## config.mk

```make
export PLATFORM = sky130hd
export DESIGN_NAME = data_req_gen_flat
export DESIGN_NICKNAME = d
export VERILOG_FILES = /design/src/rtl/data_req_gen_pkg.sv /design/src/rtl/data_req_gen_if.sv /design/src/rtl/data_req_gen_wrap_cnt.sv /design/src/rtl/data_req_gen.sv /design/src/flat_wrapper.sv
export SDC_FILE = /design/constraint.sdc
export NUM_CORES = 1
export LEC_CHECK = 0
export ABC_AREA = 1
export CAP_MARGIN = 15
export CORE_MARGIN = 1
export CORE_UTILIZATION = 65
export CTS_BUF_LIST = sky130_fd_sc_hd__clkbuf_8
export DETAILED_ROUTE_END_ITERATION = 7
export PLACE_DENSITY = 0.86
export SYNTH_ARGS = -nofsm -noshare
export SYNTH_HDL_FRONTEND = slang
export SYNTH_SLANG_ARGS = --single-unit
```

## constraint.sdc

```tcl
create_clock -name clk -period 11.93 [get_ports clk]
set_input_delay 1.193 -clock clk [delete_from_list [all_inputs] [get_ports clk]]
set_output_delay 1.193 -clock clk [all_outputs]
set_load 0.005 [all_outputs]
```

## src/rtl/data_req_gen_pkg.sv

```systemverilog
// Shared definitions for the sliding-window read-address generator:
// config register field positions and FSM state encoding.
package data_req_gen_pkg;

  // Field index within the shape registers. Each field is DIM_WIDTH
  // (input shape) or KERNEL_SIZE_WIDTH (kernel shape) bits wide.
  localparam int W_FIELD = 0;
  localparam int H_FIELD = 1;
  localparam int C_FIELD = 2;
  localparam int K_FIELD = 0;
  localparam int S_FIELD = 1;

  typedef enum logic [1:0] {
    ST_IDLE,
    ST_SETUP,
    ST_RUN,
    ST_DONE
  } state_t;

endpackage

```

## src/rtl/data_req_gen_if.sv

```systemverilog
// Read-request bus between the address generator and the data BRAM port,
// including the consumer back-pressure signal.
interface data_req_gen_if #(
  parameter int ADDR_WIDTH = 32
) ();

  logic [ADDR_WIDTH-1:0] addr;
  logic                  rden;
  logic                  line_end;
  logic                  stall;

  modport master (output addr, rden, line_end, input stall);
  modport slave  (input addr, rden, line_end, output stall);

endinterface

```

## src/rtl/data_req_gen_wrap_cnt.sv

```systemverilog
// Enabled up-counter that returns to zero after reaching max; used for the
// x, channel and kernel-row loops of the window walk.
module data_req_gen_wrap_cnt #(
  parameter int WIDTH = 8
) (
  input  logic             clk,
  input  logic             rst,
  input  logic             clr,
  input  logic             en,
  input  logic [WIDTH-1:0] max,
  output logic [WIDTH-1:0] count,
  output logic             last,
  output logic             wrap
);

  assign last = (count == max);
  assign wrap = en & last;

  // NOTE: sequential state uses non-blocking assignments so every register
  // samples pre-edge values, independent of always_ff ordering.
  always_ff @(posedge clk) begin
    if (rst || clr) begin
      count <= '0;
    end else if (en) begin
      count <= last ? '0 : count + WIDTH'(1);
    end
  end

endmodule

```

## src/rtl/data_req_gen.sv

```systemverilog
// Sliding-window read-address generator: walks out-rows, kernel rows,
// channels and x positions, issuing one BRAM read per unstalled cycle.
module data_req_gen
  import data_req_gen_pkg::*;
#(
  parameter int ADDR_WIDTH        = 32,
  parameter int REG_WIDTH         = 32,
  parameter int DIM_WIDTH         = 8,
  parameter int KERNEL_SIZE_WIDTH = 4
) (
  input  logic                  clk,
  input  logic                  rst,
  input  logic                  i_start,
  input  logic                  i_abort,
  input  logic [ADDR_WIDTH-1:0] i_base_addr,
  input  logic [REG_WIDTH-1:0]  i_conf_inputshape,
  input  logic [REG_WIDTH-1:0]  i_conf_kernelshape,
  data_req_gen_if.master        rd,
  output logic                  o_busy,
  output logic                  o_done,
  output logic                  o_cfg_err
);

  localparam int DW = DIM_WIDTH;
  localparam int KW = KERNEL_SIZE_WIDTH;
  localparam int RW = DIM_WIDTH + 2;  // row arithmetic: H + S + K fits

  state_t              state;
  logic [DW-1:0]       cfg_w, cfg_h, cfg_c;
  logic [KW-1:0]       cfg_k, cfg_s;
  logic [ADDR_WIDTH-1:0] base_q;
  logic [2*DW-1:0]     plane;
  logic [DW+KW-1:0]    row_step;
  logic [ADDR_WIDTH-1:0] row_base, krow_base, line_base, addr_q;
  logic [RW-1:0]       row_start;

  logic          rden;
  logic [DW-1:0] x_cnt, c_cnt;
  logic [KW-1:0] k_cnt;
  logic          x_last, x_wrap, c_last, c_wrap, k_last, k_wrap;
  logic          more_rows, last_read, cfg_bad;

  // NOTE: rden is combinational so a stall or abort suppresses the read in
  // the same cycle; all walk state below advances only on rden.
  assign rden = (state == ST_RUN) & ~rd.stall & ~i_abort;

  assign rd.rden     = rden;
  assign rd.addr     = addr_q;
  assign rd.line_end = rden & x_last;

  data_req_gen_wrap_cnt #(.WIDTH(DW)) u_x_cnt (
    .clk(clk), .rst(rst), .clr(state != ST_RUN), .en(rden),
    .max(cfg_w - DW'(1)), .count(x_cnt), .last(x_last), .wrap(x_wrap)
  );

  data_req_gen_wrap_cnt #(.WIDTH(DW)) u_c_cnt (
    .clk(clk), .rst(rst), .clr(state != ST_RUN), .en(x_wrap),
    .max(cfg_c - DW'(1)), .count(c_cnt), .last(c_last), .wrap(c_wrap)
  );

  data_req_gen_wrap_cnt #(.WIDTH(KW)) u_k_cnt (
    .clk(clk), .rst(rst), .clr(state != ST_RUN), .en(c_wrap),
    .max(cfg_k - KW'(1)), .count(k_cnt), .last(k_last), .wrap(k_wrap)
  );

  // Another out-row fits if the next window start plus K stays inside H.
  assign more_rows = (row_start + RW'(cfg_s) + RW'(cfg_k)) <= RW'(cfg_h);
  assign last_read = k_wrap & ~more_rows;

  assign cfg_bad = (cfg_w == '0) || (cfg_h == '0) || (cfg_c == '0) ||
                   (cfg_k == '0) || (cfg_s == '0) || (RW'(cfg_k) > RW'(cfg_h));

  logic lint_unused;
  assign lint_unused = ^{x_cnt, c_cnt, k_cnt, c_last, k_last,
                         i_conf_inputshape[REG_WIDTH-1:3*DW],
                         i_conf_kernelshape[REG_WIDTH-1:2*KW]};

  always_ff @(posedge clk) begin
    if (rst) begin
      state     <= ST_IDLE;
      o_busy    <= 1'b0;
      o_done    <= 1'b0;
      o_cfg_err <= 1'b0;
      cfg_w     <= '0;
      cfg_h     <= '0;
      cfg_c     <= '0;
      cfg_k     <= '0;
      cfg_s     <= '0;
      base_q    <= '0;
      plane     <= '0;
      row_step  <= '0;
      row_base  <= '0;
      krow_base <= '0;
      line_base <= '0;
      addr_q    <= '0;
      row_start <= '0;
    end else begin
      o_done    <= 1'b0;
      o_cfg_err <= 1'b0;
      if (i_abort && state != ST_IDLE) begin
        state  <= ST_IDLE;
        o_busy <= 1'b0;
      end else begin
        unique case (state)
          ST_IDLE: begin
            if (i_start && !i_abort) begin
              cfg_w  <= i_conf_inputshape[W_FIELD*DW +: DW];
              cfg_h  <= i_conf_inputshape[H_FIELD*DW +: DW];
              cfg_c  <= i_conf_inputshape[C_FIELD*DW +: DW];
              cfg_k  <= i_conf_kernelshape[K_FIELD*KW +: KW];
              cfg_s  <= i_conf_kernelshape[S_FIELD*KW +: KW];
              base_q <= i_base_addr;
              o_busy <= 1'b1;
              state  <= ST_SETUP;
            end
          end
          ST_SETUP: begin
            if (cfg_bad) begin
              o_busy    <= 1'b0;
              o_done    <= 1'b1;
              o_cfg_err <= 1'b1;
              state     <= ST_DONE;
            end else begin
              plane     <= (2*DW)'(cfg_h) * (2*DW)'(cfg_w);
              row_step  <= (DW+KW)'(cfg_s) * (DW+KW)'(cfg_w);
              row_base  <= base_q;
              krow_base <= base_q;
              line_base <= base_q;
              addr_q    <= base_q;
              row_start <= '0;
              state     <= ST_RUN;
            end
          end
          ST_RUN: begin
            if (last_read) begin
              o_busy <= 1'b0;
              o_done <= 1'b1;
              state  <= ST_DONE;
            end else if (k_wrap) begin
              row_base  <= row_base + ADDR_WIDTH'(row_step);
              krow_base <= row_base + ADDR_WIDTH'(row_step);
              line_base <= row_base + ADDR_WIDTH'(row_step);
              addr_q    <= row_base + ADDR_WIDTH'(row_step);
              row_start <= row_start + RW'(cfg_s);
            end else if (c_wrap) begin
              krow_base <= krow_base + ADDR_WIDTH'(cfg_w);
              line_base <= krow_base + ADDR_WIDTH'(cfg_w);
              addr_q    <= krow_base + ADDR_WIDTH'(cfg_w);
            end else if (x_wrap) begin
              line_base <= line_base + ADDR_WIDTH'(plane);
              addr_q    <= line_base + ADDR_WIDTH'(plane);
            end else if (rden) begin
              addr_q <= addr_q + ADDR_WIDTH'(1);
            end
          end
          ST_DONE: begin
            state <= ST_IDLE;
          end
          default: state <= ST_IDLE;
        endcase
      end
    end
  end

endmodule

```

## src/flat_wrapper.sv

```systemverilog
// flat-port wrapper written by rule: the top's interface ports become plain ports
module data_req_gen_flat import data_req_gen_pkg::*;
#(
  parameter int ADDR_WIDTH        = 32,
  parameter int REG_WIDTH         = 32,
  parameter int DIM_WIDTH         = 8,
  parameter int KERNEL_SIZE_WIDTH = 4
)
  (clk, rst, i_start, i_abort, i_base_addr, i_conf_inputshape, i_conf_kernelshape, o_busy, o_done, o_cfg_err, rd_addr, rd_rden, rd_line_end, rd_stall);
  data_req_gen_if #(.ADDR_WIDTH(ADDR_WIDTH)) rd_i ();
  input  logic clk;
  input  logic rst;
  input  logic i_start;
  input  logic i_abort;
  input  logic [ADDR_WIDTH-1:0] i_base_addr;
  input  logic [REG_WIDTH-1:0] i_conf_inputshape;
  input  logic [REG_WIDTH-1:0] i_conf_kernelshape;
  output logic o_busy;
  output logic o_done;
  output logic o_cfg_err;
  output wire logic [$bits(rd_i.addr)-1:0] rd_addr;
  output wire logic [$bits(rd_i.rden)-1:0] rd_rden;
  output wire logic [$bits(rd_i.line_end)-1:0] rd_line_end;
  input wire logic [$bits(rd_i.stall)-1:0] rd_stall;
  assign rd_addr = rd_i.addr;
  assign rd_rden = rd_i.rden;
  assign rd_line_end = rd_i.line_end;
  assign rd_i.stall = rd_stall;
  data_req_gen #(.ADDR_WIDTH(ADDR_WIDTH), .REG_WIDTH(REG_WIDTH), .DIM_WIDTH(DIM_WIDTH), .KERNEL_SIZE_WIDTH(KERNEL_SIZE_WIDTH)) u_core (.clk(clk), .rst(rst), .i_start(i_start), .i_abort(i_abort), .i_base_addr(i_base_addr), .i_conf_inputshape(i_conf_inputshape), .i_conf_kernelshape(i_conf_kernelshape), .rd(rd_i), .o_busy(o_busy), .o_done(o_done), .o_cfg_err(o_cfg_err));
endmodule
```

# Word-level counts from Yosys, hierarchy flattened
# Cells that the tools add are included.
[classes] addsub=12 multipliers=2 n_div=0 order_cmp=2 n_eq_ne=16 shifts=0 muxes=37 n_bitwise=12 n_reduce_logical=28
[ops] cell="$mux 32" count=15
[ops] cell="$pmux 32 s2" count=4
[ops] cell="$add 32x1->32 const B" count=1
[ops] cell="$add 32x12->32" count=1
[ops] cell="$add 32x16->32" count=1
[ops] cell="$add 32x8->32" count=1
[ops] cell="$mux 10" count=3
[ops] cell="$logic_not 8->1" count=3
[ops] cell="$add 10x4->10" count=2
[ops] cell="$pmux 10 s2" count=1
[ops] cell="$reduce_and 5->1" count=4
[ops] cell="$add 8x1->8 const B" count=2
[ops] cell="$eq 8x8->1" count=2
[ops] cell="$mul 8x8->16" count=1
[ops] cell="$mux 8" count=2
[ops] cell="$sub 8x1->8 const B" count=2
[ops] cell="$mul 4x8->12" count=1
[ops] cell="$le 10x8->1" count=1
[ops] cell="$gt 4x8->1" count=1
[ops] cell="$logic_not 4->1" count=2
[ops] cell="$ne 2x1->1 const B" count=4
[ops] cell="$pmux 2 s4" count=1
[ops] cell="$and 1x1->1" count=6
[ops] cell="$logic_or 1x1->1" count=6
[ops] cell="25 further kinds" count=42
[totals] register_bits=255 latch_bits=0 ram_bits=0 romBits=0 inputBits=101 out_inout_bits=37 word_cells=129 n_memories=0

# Logic depth before layout (Yosys ltp)
[logic_depth] word_depth=9 depth_mapped=28 depth_no_buf=27

# Hierarchy
# From an unflattened synthesis, not the netlist that was laid out.
[unflattened] cells_unflattened=3550 hier_area_um2=21491.9
[by_module_without_submodules] module="data_req_gen" instances=1 cells_each=3341 area_each_um2=20141.8 seq_area_each_um2=4704.5
[by_module_without_submodules] module="data_req_gen_wrap_cnt at u_core.u_c_cnt ..." instances=2 cells_each=81 area_each_um2=529.3 seq_area_each_um2=160.2
[by_module_without_submodules] module="data_req_gen_wrap_cnt at u_core.u_k_cnt" instances=1 cells_each=47 area_each_um2=291.5 seq_area_each_um2=80.1

# Worst setup path after synthesis
# OpenSTA, ideal clock, no wires.
[synth_timing] kind="register to register" start="reg u_core.cfg_w[4]" end="reg u_core.plane[13]" setup_ns=0.128 arrival_time_ns=4.103 required_ns=11.802 setup_slack_ns=7.699 path_stages_with_launch=17 n_path_buf=2 cell_sequence="dfxtp_1 buf_2 buf_1 nand2_1 fa_1 inv_1 fa_1 fa_1 fa_1 ha_1 a21oi_1 o21ai_0 a31oi_1 nor2_1 nor2_1 xor2_1 a21oi_1"
[synth_between] elab_chain_len=8 elab_cells_between_ends=9 classes_between="1 x mul; 1 x bitwise; 7 x reduce/logical"
[synth_lines] element="start, declared" line="data_req_gen.sv:29" source="logic [DW-1:0] cfg_w, cfg_h, cfg_c;"
[synth_lines] element="start signal, assigned" line="data_req_gen.sv:107" source="cfg_w <= i_conf_inputshape[W_FIELD*DW +: DW];"
[synth_lines] element="branches (longest 8 deep; another with $mul 8x8->16)"
[synth_lines] element="end signal, assigned" line="data_req_gen.sv:124" source="plane <= (2*DW)'(cfg_h) * (2*DW)'(cfg_w);"
[synth_lines] element="end, declared" line="data_req_gen.sv:32" source="logic [2*DW-1:0] plane;"
# Parallel ways; which one is timed is not known.
# A chain may end at the register's enable or synchronous reset.

# Worst setup path after layout
[layout_timing] start="reg u_core.cfg_s[0]" end="reg u_core.row_base[24]"
[layout_between] elab_chain_len=7 elab_cells_between_ends=11 classes_between="2 x add/sub; 1 x order compare; 2 x eq/ne; 2 x bitwise; 4 x reduce/logical"
[layout_lines] element="start, declared" line="data_req_gen.sv:30" source="logic [KW-1:0] cfg_k, cfg_s;"
[layout_lines] element="start signal, assigned" line="data_req_gen.sv:111" source="cfg_s <= i_conf_kernelshape[S_FIELD*KW +: KW];"
[layout_lines] element="$add 10x4->10 (2 in series)" line="data_req_gen.sv:67" source="assign more_rows = (row_start + RW'(cfg_s) + RW'(cfg_k)) <= RW'(cfg_h);"
[layout_lines] element="$le 10x8->1" line="data_req_gen.sv:67"
[layout_lines] element="$not 1->1" line="data_req_gen.sv:68" source="assign last_read = k_wrap & ~more_rows;"
[layout_lines] element="$and 1x1->1" line="data_req_gen.sv:68"
[layout_lines] element="$ne 2x2->1 (no line)"
[layout_lines] element="$reduce_and 5->1 (no line) (*)"
[layout_lines] element="end signal, assigned" line="data_req_gen.sv:126" source="row_base <= base_q;"
[layout_lines] element="end signal, assigned" line="data_req_gen.sv:140" source="row_base <= row_base + ADDR_WIDTH'(row_step);"
[layout_lines] element="end, declared" line="data_req_gen.sv:34" source="logic [ADDR_WIDTH-1:0] row_base, krow_base, line_base, addr_q;"
# Mark *: on every way between the ends. The rest lies on a longest branch, timed or not.

==> impl_metrics.yaml <==
finish:
  final_area_mm2: 0.0237
  syn_to_final_growth_pct: 10.4
  fin_nets: 3874
  multi_input_comb_area_mm2: 0.0138
  fillers: 2686
  layout-drive-gt1-share_pct: 3.85
  seqCellArea_mm2: 0.00510
  layout.cells.most_common_list: "nand2_1 (1149), inv_1 (530), nor2_1 (379)"
  final_common_cell: "nand2_1"
  final_core_util_pct: 72.9
route:
  highest_layer: "met5"
  firstDrtPassIters: 6
  routed_wl_um: 78100
  postRouteAntennaNets: 0
  via_count: 23900
  drt_iter0_drc: 2483
  post_drt_wl_per_cell_um: 19.2
  met3_wirelength_um: 8660
  viasPerCell: 5.87
  drt-met1-wl_um: 28700
  dr_wl_met2_um: 33700
  drc_errors: 0
worst_setup_path:
  cp.required_ns: 12.43
  crit_path_end: "u_core.row_base[24]"
  start_kind: "register"
  cp-end-kind: "register"
  cp.arrival_ns: 6.56
  r2r_cells: 25
  crit_type: "reg2reg"
  r2r-start: "u_core.cfg_s[0]"
  startpoint: "u_core.cfg_s[0]"
  regToRegEndpoint: "u_core.row_base[24]"
  path_max_fanout: 54
  r2r_slack_ns: 5.88
flow_run:
  maxCapViolations: 0
global_routing:
  grt_use_total_pct: 46.3
  grt_pass1_vias: 22700
  grt_overflow_total: 0
  grt_pass1_wl_um: 120000
  grt_max_degree: 129
  antenna_found_initial: 2
clocking:
  clock_latency_ns: 0.66
  root_buffer: "clkbuf_8"
  clock_sinks: 255
  post_cts_resized: 0
  cts_buffers: 46
  cts_max_path_buffers: 3
  h-tree-depth: 2
  cts_tree: "done"
  clkTransAtPathRegs_ns: 0.06
  ctsHoldBuffers: 0
  post_cts_buffers: 0
sta:
  max_freq_mhz: 165
  relSlewSlack_pct: 22.2
  setup_violations: 0
  setup_tns_ns: 0
  hold_viol_final: 0
  tightest_slew_ns: 1.16
  fin_skew_ns: 0.0612
  whs_ns: 0.449
  fin_crit_ns: 6.05
  rsz0062_at_grt: "no"
  slew_violations: 0
  period_share_pct: 50.7
placed_design:
  io_buffers: 105
  dp_hpwl_um: 57300
  place_area_mm2: 0.0227
  gp_congestion: 1.05
floorplanning:
  die_x_um: 184
  start_util_pct: 66.0
  core_area_mm2: 0.0325
  dieArea_mm2: 0.0338
  boundaryPins: 138
  rows: 66
  die_h_um: 184
yosys:
  synthCells: 3554
  syn-cell-area_mm2: 0.0215
  ys_warn_count: 0
  synth_area_leaders: "dfxtp_1 (24%), nand2_1 (20%), inv_1 (9.1%)"
  synth_nets: 3830
  synth_cell_types: 54
  syn_area_per_cell_um2: 6.04
  async_flop_share_pct: 0
  synth_edf_count: 0
  synth.ff_latch_count: 255
  seq_area_frac_synth_pct: 23.8
  synth_largest_area_cell: "dfxtp_1"
  synth_top_area_share_pct: 23.8
  synth_ff_type: "dfxtp_1"
worst_hold_path:
  hp-class: "reg2reg"
  min_path_cells: 2
pwr:
  p_leak_nw: 12.4
  vdd_drop_max_uv: 163
  total_power_mw: 4.80
  power.density_mw_per_mm2: 202
status:
  status: "finished clean"
==> cells by family after synthesis <==
kind of cell               after synthesis  synth area share, %
buffers and inverters                  659                 11.8
adders and majority gates              175                 12.1
DFF                                    255                 23.8
AOI/OAI and AO/OA                      397                 9.72
xor gates and xnor gates               126                 5.14
and+or+nand+nor                       1942                 37.5
==> metal layers <==
layer / vias to the layer above / GRT usage (%)
li1: 11200 / -
met1: 10800 / 54.1
met2: 1506 / 72.4
met3: 428 / 11.2
met4: 4 / 37.6
met5: - / 0
==> worst max-delay path: stages (launching register included) <==
cell	delay, ns
dfxtp_1	0.64
ha_1	0.35
inv_1	0.08
fa_1	0.40
xnor2_1	0.26
ha_1	0.33
nand2_1	0.10
nand3_1	0.13
nand2_1	0.09
nand2_1	0.05
nand2_1	0.11
xor2_1	0.19
ha_1	0.28
a21o_1	0.22
nor2_1	0.11
nand2_1	0.07
nand2_1	0.06
a21oi_1	0.05
a21oi_1	0.13
nand3_1	0.23
nand2_2	0.26
nand4_4	0.71
nand2_4	0.62
inv_1	0.26
nand2_1	0.11
nand2_1	0.05
==> worst min-delay path by stage <==
| stage | startpoint | to |
|---|---|---|
| 5_1_grt | u_core.base_q[22] | u_core.base_q[22] |
| 4_1_cts | u_core.base_q[16] | u_core.base_q[16] |
| 6_report | u_core.base_q[18] | u_core.base_q[18] |
| 2_1_floorplan | u_core.base_q[0] | u_core.base_q[0] |
| 3_3_place_gp | u_core.base_q[21] | u_core.base_q[21] |
| 3_5_place_dp | u_core.base_q[16] | u_core.base_q[16] |
==> power breakdown <==
| group | total [mW] | switching [mW] | leakage [nW] | internal, mW |
|---|---|---|---|---|
| logic | 2.43 | 1.60 | 9.78 | 0.824 |
| registers | 1.46 | 0.337 | 2.08 | 1.12 |
| clock network | 0.914 | 0.426 | 0.547 | 0.488 |
| total | 4.80 | 2.36 | 12.4 | 2.43 |
==> cells in the mapped netlist (all sizes together), types with 2 or more instances <==
master / count
nor2: 390
a31oi: 2
nand4: 54
nor3: 78
buf: 47
or2: 12
dfxtp: 255
nand3: 228
nor4: 10
and3: 2
a21oi: 187
clkbuf: 81
o211ai: 15
o21a: 2
a21boi: 3
nor3b: 5
inv: 530
nand2: 1153
xor2: 101
fa: 53
nand3b: 7
o21bai: 5
a21o: 4
xnor2: 25
ha: 122
o21ai: 171
==> area by class of cell <==
type | instances | area share [%]
diodes | 1 | 0.0106
clock buffers | 58 | 3.37
clock inverters | 26 | 0.834
inverters | 531 | 8.43
multi-input cells | 2640 | 58.4
flip-flops and latches | 255 | 21.5
well taps | 442 | 2.33
repair buffers | 124 | 5.12
==> registers in the layout, indices dropped and copies added, names as in the netlist, 10 cells and up <==
signal            count
u_core.plane         16
u_core.base_q        32
u_core.line_base     32
u_core.row_base      32
u_core.row_step      12
u_core.krow_base     32
u_core.row_start     10
u_core.rd.addr       32
==> per-stage QoR <==
step,worst slack [ns],instances
2_1_floorplan,7.70,3554
3_3_place_gp,6.37,3990
3_5_place_dp,6.16,3990
4_1_cts,6.10,4074
5_1_grt,5.54,4076
6_report,5.88,4077
Note: power is estimated with default switching activity, not from simulation.
